`src/rtl/imem_loader_pkg.sv`:
```
// Shared constants for the instruction-memory boot loader.
// Memory geometry and FSM state encodings.
package imem_loader_pkg;

    localparam int IMEM_ADDR_W = 11;
    localparam int IMEM_WORDS  = 2048;

    localparam logic [2:0] S_HDR_HI  = 3'd0;
    localparam logic [2:0] S_HDR_LO  = 3'd1;
    localparam logic [2:0] S_PAYLOAD = 3'd2;
    localparam logic [2:0] S_CHECK   = 3'd3;
    localparam logic [2:0] S_DONE    = 3'd4;
    localparam logic [2:0] S_ERR     = 3'd5;

endpackage

```
`src/rtl/loader_word_asm.sv`:
```
// Big-endian word assembler with running XOR checksum.
// word_ready flags the shift that completes a 32-bit word.
module loader_word_asm
    import imem_loader_pkg::*;
(
    input  logic        clk,
    input  logic        rst,
    input  logic        clear,
    input  logic        shift_en,
    input  logic [7:0]  byte_in,
    output logic [31:0] word_next,
    output logic [7:0]  csum,
    output logic        word_ready
);

    logic [31:0] word_q, word_d;
    logic [1:0]  idx_q, idx_d;
    logic [7:0]  csum_q, csum_d;

    always_comb begin
        word_d = word_q;
        idx_d  = idx_q;
        csum_d = csum_q;
        if (clear) begin
            word_d = '0;
            idx_d  = '0;
            csum_d = '0;
        end else if (shift_en) begin
            word_d = {word_q[23:0], byte_in};
            idx_d  = idx_q + 2'd1;
            csum_d = csum_q ^ byte_in;
        end
    end

    always_ff @(posedge clk or posedge rst) begin
        if (rst) begin
            word_q <= '0;
            idx_q  <= '0;
            csum_q <= '0;
        end else begin
            word_q <= word_d;
            idx_q  <= idx_d;
            csum_q <= csum_d;
        end
    end

    assign word_next  = {word_q[23:0], byte_in};
    assign csum       = csum_q;
    assign word_ready = shift_en && !clear && (idx_q == 2'd3);

endmodule

```
`src/rtl/imem_loader.sv`:
```
// Boot loader: framed byte stream -> instruction memory writes.
// Keeps the CPU in reset until a checksummed frame is in memory.
module imem_loader
    import imem_loader_pkg::*;
#(
    parameter int ADDR_W    = IMEM_ADDR_W,
    parameter int MAX_WORDS = IMEM_WORDS
) (
    input  logic              clk,
    input  logic              rst,
    input  logic              in_valid,
    input  logic [7:0]        in_data,
    output logic              in_ready,
    input  logic              start,
    output logic              mem_we,
    output logic [ADDR_W-1:0] mem_addr,
    output logic [31:0]       mem_wdata,
    output logic              cpu_rst_hold,
    output logic              done,
    output logic              error,
    output logic [ADDR_W:0]   words_loaded
);

    localparam logic [ADDR_W:0] WL_ONE = 1;

    logic [2:0]        state_q, state_d;
    logic [15:0]       count_q, count_d;
    logic              mem_we_q, mem_we_d;
    logic [ADDR_W-1:0] mem_addr_q, mem_addr_d;
    logic [31:0]       mem_wdata_q, mem_wdata_d;
    logic [ADDR_W:0]   wl_q, wl_d;

    logic        xfer;
    logic        clear;
    logic        shift_en;
    logic [15:0] hdr_n;
    logic [31:0] word_next;
    logic [7:0]  csum;
    logic        word_ready;

    assign in_ready = (state_q != S_DONE) && (state_q != S_ERR);
    assign xfer     = in_valid && in_ready;
    assign hdr_n    = {count_q[15:8], in_data};

    loader_word_asm u_asm (
        .clk       (clk),
        .rst       (rst),
        .clear     (clear),
        .shift_en  (shift_en),
        .byte_in   (in_data),
        .word_next (word_next),
        .csum      (csum),
        .word_ready(word_ready)
    );

    always_comb begin
        state_d     = state_q;
        count_d     = count_q;
        mem_we_d    = 1'b0;
        mem_addr_d  = mem_addr_q;
        mem_wdata_d = mem_wdata_q;
        wl_d        = wl_q;
        clear       = 1'b0;
        shift_en    = 1'b0;
        case (state_q)
            S_HDR_HI: begin
                if (xfer) begin
                    count_d[15:8] = in_data;
                    state_d       = S_HDR_LO;
                end
            end
            S_HDR_LO: begin
                if (xfer) begin
                    count_d = hdr_n;
                    if (hdr_n > 16'(MAX_WORDS))
                        state_d = S_ERR;
                    else if (hdr_n == 16'd0)
                        state_d = S_CHECK;
                    else
                        state_d = S_PAYLOAD;
                end
            end
            S_PAYLOAD: begin
                shift_en = xfer;
                // word index is the number of words already written
                if (word_ready) begin
                    mem_we_d    = 1'b1;
                    mem_addr_d  = wl_q[ADDR_W-1:0];
                    mem_wdata_d = word_next;
                    wl_d        = wl_q + WL_ONE;
                    if (count_q == 16'(wl_q + WL_ONE))
                        state_d = S_CHECK;
                end
            end
            S_CHECK: begin
                if (xfer)
                    state_d = (in_data == csum) ? S_DONE : S_ERR;
            end
            S_DONE, S_ERR: begin
                if (start) begin
                    state_d = S_HDR_HI;
                    count_d = '0;
                    wl_d    = '0;
                    clear   = 1'b1;
                end
            end
            default: state_d = S_HDR_HI;
        endcase
    end

    always_ff @(posedge clk or posedge rst) begin
        if (rst) begin
            state_q     <= S_HDR_HI;
            count_q     <= '0;
            mem_we_q    <= 1'b0;
            mem_addr_q  <= '0;
            mem_wdata_q <= '0;
            wl_q        <= '0;
        end else begin
            state_q     <= state_d;
            count_q     <= count_d;
            mem_we_q    <= mem_we_d;
            mem_addr_q  <= mem_addr_d;
            mem_wdata_q <= mem_wdata_d;
            wl_q        <= wl_d;
        end
    end

    assign mem_we       = mem_we_q;
    assign mem_addr     = mem_addr_q;
    assign mem_wdata    = mem_wdata_q;
    assign words_loaded = wl_q;
    assign done         = (state_q == S_DONE);
    assign error        = (state_q == S_ERR);
    assign cpu_rst_hold = (state_q != S_DONE);

endmodule

```
`config.mk`:
```
export PLATFORM = sky130hd
export DESIGN_NAME = imem_loader
export DESIGN_NICKNAME = d
export VERILOG_FILES = /design/src/rtl/imem_loader_pkg.sv /design/src/rtl/loader_word_asm.sv /design/src/rtl/imem_loader.sv
export SDC_FILE = /design/constraint.sdc
export NUM_CORES = 1
export LEC_CHECK = 0
export CELL_PAD_IN_SITES_DETAIL_PLACEMENT = 0
export CELL_PAD_IN_SITES_GLOBAL_PLACEMENT = 1
export CORE_MARGIN = 2
export CORE_UTILIZATION = 47
export CTS_BUF_LIST = sky130_fd_sc_hd__clkbuf_8
export DETAILED_ROUTE_END_ITERATION = 8
export GPL_TIMING_DRIVEN = 0
export PLACE_DENSITY_LB_ADDON = 0.3
export SLEW_MARGIN = 40
export SYNTH_ARGS = -nofsm -noshare
export SYNTH_HDL_FRONTEND = slang
export SYNTH_HIERARCHICAL = 1
export SYNTH_SLANG_ARGS = --single-unit
```
`constraint.sdc`:
```
create_clock -name clk -period 7.2 [get_ports clk]
set_input_delay 1.44 -clock clk [delete_from_list [all_inputs] [get_ports clk]]
set_output_delay 1.44 -clock clk [all_outputs]
set_load 0.02 [all_outputs]
```
==> impl_table.tex <==
\begin{tabular}{lr}
\hline
Metric & Value \\
\hline
\multicolumn{2}{l}{\textbf{Run status}} \\
\quad Status & finished, final reports clean \\
\multicolumn{2}{l}{\textbf{Route}} \\
\quad First drt pass iteration count & 5 \\
\quad DRC viols & 0 \\
\quad Average routed wire per standard cell & 16.3 µm \\
\quad Number of nets with antenna violations after routing & 0 \\
\quad Number of violations reported at the end of detailed-routing iteration 0 & 199 \\
\quad DRT Wirelength & 12.5 mm \\
\quad Number of vias in the routed layout & 4017 \\
\quad Detail-routed via count per cell & 5.23 \\
\multicolumn{2}{l}{\textbf{Clock tree}} \\
\quad Clock-pin transition on the worst setup and hold timing paths & 0.11 ns \\
\quad \# H-tree levels & 3 \\
\quad Post-CTS Setup Repair Bufs & 0 \\
\quad CTS hold repair buffers & 0 \\
\quad Clk Latency, worst-skew pair & 0.37 ns \\
\quad TritonCTS clock tree & yes \\
\quad Number of buffers created by CTS & 9 \\
\quad Number of buffers on the longest clock path & 2 \\
\quad Cells resized by post-CTS repair & 0 \\
\quad Number of clock sinks seen by CTS & 109 \\
\quad CTS root buffer & sky130\_fd\_sc\_hd\_\_clkbuf\_8 \\
\multicolumn{2}{l}{\textbf{Yosys}} \\
\quad Area share of the largest cell type after synthesis & 53.1\% \\
\quad Largest cells by area after synthesis & sky130\_fd\_sc\_hd\_\_dfrtp\_1 (53\%), sky130\_fd\_sc\_hd\_\_nand2\_1 (12\%), sky130\_fd\_sc\_hd\_\_mux2i\_1 (5.1\%), sky130\_fd\_sc\_hd\_\_xnor2\_1 (3.2\%), sky130\_fd\_sc\_hd\_\_nor2\_1 (2.9\%) \\
\quad Post-synth top cells & sky130\_fd\_sc\_hd\_\_nand2\_1 (162), sky130\_fd\_sc\_hd\_\_dfrtp\_1 (109), sky130\_fd\_sc\_hd\_\_nor2\_1 (40), sky130\_fd\_sc\_hd\_\_mux2i\_1 (26), sky130\_fd\_sc\_hd\_\_o21ai\_0 (22) \\
\quad Synthesized instance count & 540 \\
\quad Number of synthesized flops with an enable pin & 0 \\
\quad Seq cells post-synth & 109 \\
\quad Most common cell in the netlist & sky130\_fd\_sc\_hd\_\_nand2\_1 \\
\quad Syn avg cell area & 9.51 µm² \\
\quad Dominant register cell in the synthesized netlist & sky130\_fd\_sc\_hd\_\_dfrtp\_1 \\
\quad Cell accounting for the most synthesized area & sky130\_fd\_sc\_hd\_\_dfrtp\_1 \\
\quad Count of unique library cells instantiated by Yosys & 56 \\
\quad Sequential share of the synthesized area & 53.1\% \\
\quad Synthesized area & 0.00514 mm² \\
\quad Ys async rst share & 100\% \\
\quad Synthesized Nets & 554 \\
\quad Yosys warning total & 6 \\
\multicolumn{2}{l}{\textbf{Floorplanning}} \\
\quad Die outline height & 109 µm \\
\quad Cell Rows & 38 \\
\quad Starting density of the core & 47.8\% \\
\quad DIE AREA & 0.0118 mm² \\
\quad Floorplan core area & 0.0107 mm² \\
\quad Overall die width & 109 µm \\
\quad Number of top-level pins & 72 \\
\multicolumn{2}{l}{\textbf{Pwr}} \\
\quad Clk network pwr share & 25.1\% \\
\quad Worst vdd ir & 106 µV \\
\quad Portion of total power attributed to sequential cells & 48.6\% \\
\quad Power density of the placed cells & 251 mW/mm² \\
\quad Pint & 0.00105 W \\
\quad Reported leakage power & 2.93 nW \\
\quad Part of the power in combinational logic & 26.3\% \\
\quad Sw Ratio & 33.3\% \\
\quad Net switching power & 0.000523 W \\
\multicolumn{2}{l}{\textbf{Layout}} \\
\quad Number of filler instances in the final layout & 988 \\
\quad Number of nets in the finished design & 637 \\
\quad Combined flip-flop and latch cell area & 0.00273 mm² \\
\quad Fraction of layout instances using a drive strength above 1 & 9.39\% \\
\quad Layout overhead on the synthesized area & 21.9\% \\
\quad Number of diodes added for antenna fixing & 0 \\
\quad Multi-input combinational cell area & 0.00214 mm² \\
\multicolumn{2}{l}{\textbf{Global route}} \\
\quad Maximum number of pins on one net before global-route repair & 42 \\
\quad GRT Total Usage & 22.9\% \\
\quad Number of antenna violations at the first check in global routing & 0 \\
\quad Global-route wire length before repair & 20.8 mm \\
\quad Leftover overflow at the end of global routing & 0 \\
\quad Number of global-route vias before repair & 4092 \\
\multicolumn{2}{l}{\textbf{Timing}} \\
\quad Setup\_tns & 0 ns \\
\quad Final number of setup-violating endpoints & 0 \\
\quad RSZ-0062 raised after global routing & no \\
\quad Clock tree skew after final layout & 0.0138 ns \\
\quad Setup slack after layout & 3.09 ns \\
\quad Relative slew slack & 52.8\% \\
\quad Measured slew at the worst slew-check pin & 0.707 ns \\
\quad Final hold viol count & 0 \\
\quad Share of the clock period used by the worst path & 57.1\% \\
\quad Final Max Slew Viols & 0 \\
\quad Max Clock Freq & 0.243 GHz \\
\quad Post-layout min period & 4.11 ns \\
\multicolumn{2}{l}{\textbf{Setup path}} \\
\quad Worst path arrival time & 4.42 ns \\
\quad Cell with the biggest individual delay on the critical path & sky130\_fd\_sc\_hd\_\_clkdlybuf4s50\_1 \\
\quad Startpoint kind of the worst setup timing path & input port \\
\quad Category of the worst setup path capture point & register \\
\quad Worst path max stage delay & 0.62 ns \\
\quad Critical Path RT & 7.51 ns \\
\quad Cell mode on critical path & sky130\_fd\_sc\_hd\_\_nand2\_1 \\
\quad Cell breakdown of the critical path & clkdlybuf4s50\_1 -> and3\_1 -> buf\_6 -> buf\_4 -> nand2\_1 -> nor2\_1 -> nand3\_1 -> inv\_1 -> clkbuf\_1 -> buf\_1 -> nand2\_1 -> nand2\_1 \\
\quad Critical path type & in2reg \\
\quad Largest fanout on the critical path & 10 \\
\multicolumn{2}{l}{\textbf{Placed design}} \\
\quad Estimated wirelength of the detail-placed design & 8.91 mm \\
\quad PortBufs & 71 \\
\quad Routability Congestion & 0.887 \\
\quad Worst slack, placed & 2.71 ns \\
\multicolumn{2}{l}{\textbf{Worst hold path}} \\
\quad Class of the most critical hold timing path & reg2reg \\
\multicolumn{2}{l}{\textbf{Flow run}} \\
\quad Number of max-capacitance violations reported & 0 \\
\hline
\end{tabular}
==> cells by family (layout without fill, tap and decap cells) <==
group	after synthesis	in the layout	synth area share [%]
AND/OR/NAND/NOR	251	251	21.1
multiplexers	26	26	5.07
flip-flops	109	109	53.1
adder cells (fa/ha/maj)	2	2	0.487
buffers and inverters	51	139	5.28
XOR/XNOR	25	25	4.26
AO/OA/AOI/OAI	76	76	10.7
==> power groups by stage <==
stage / Combinational, W / Sequential, W / Clock [W]
finish: 0.000414 / 0.000764 / 0.000394
global route: 0.000460 / 0.000775 / 0.000432
CTS: 0.000416 / 0.000763 / 0.000406
detailed placement: 0.000414 / 0.000775 / 0
global placement: 0.000401 / 0.000770 / 0
floorplan: 0.000316 / 0.000753 / 0
==> area by class of cell <==
class,count,share of cell area [%]
Timing Repair Buffer,72,11.7
Multi-Input combinational cell,380,34.2
Sequential cell,109,43.6
Clock buffer,9,1.98
Tap cell,140,2.80
Inverter,9,0.620
Buffer,42,3.80
Clock inverter,7,1.42
==> registers in the layout, summed over array words and instances, names as in the netlist <==
name,cells
words_loaded,12
state_q,3
mem_we,1
u_asm/idx_q,2
u_asm/csum,8
count_q,16
mem_wdata,32
u_asm/word_q,24
mem_addr,11
==> placed cells by master (no fill, tap or decap), drive strengths merged, types with 8 or more instances in the layout <==
master,count
xnor2,19
a22o,9
nor2,40
nand3b,8
mux2i,26
o21ai,22
nand2,162
buf,29
clkdlybuf4s50,71
nand3,10
clkbuf,23
a21oi,14
dfrtp,109
a21bo,8
inv,13
==> per-stage QoR <==
stage / total power, W / instances / hold WS, ns / instance area (µm²) / util, %
floorplan: 0.00107 / 540 / 0.438 / 5140 / -
global placement: 0.00117 / 751 / 0.458 / 6020 / 56.1
detailed placement: 0.00119 / 752 / 0.461 / 6050 / 56.3
CTS: 0.00158 / 768 / 0.488 / 6260 / 58.3
global route: 0.00167 / 768 / 0.504 / 6260 / 58.3
finish: 0.00157 / 768 / 0.482 / 6260 / 58.3
==> worst max-delay path: cells and delay by family <==
family	cells	cell delay, ns
buffers and inverters	6	2.03
and+or+nand+nor	6	0.94
==> worst paths after layout <==
path,from,end,slack (ns),depth (start not counted)
worst max-delay path,in_valid,mem_wdata[23]$_DFFE_PP0P_,3.09,12
max in group asynchronous,rst,u_asm/csum[5]$_DFFE_PP0P_,5.11,2
worst min register to register,u_asm/word_q[23]$_DFFE_PP0P_,mem_wdata[31]$_DFFE_PP0P_,0.48,2
min in group asynchronous,rst,mem_wdata[17]$_DFFE_PP0P_,1.46,2
worst min-delay path,u_asm/word_q[23]$_DFFE_PP0P_,mem_wdata[31]$_DFFE_PP0P_,0.48,2
worst max register to register,state_q[1]$_DFFE_PP0P_,mem_wdata[23]$_DFFE_PP0P_,3.92,13
==> per-layer routing <==
layer | track usage (%) | routed length (µm) | part of all wire (%)
met4 | 8.15 | 209 | 1.7
met5 | 0 | 0 | 0
met2 | 38.4 | 6170 | 49
met3 | 2.83 | 371 | 3.0
met1 | 30.8 | 5750 | 46
(Power assumes the default switching activity.)
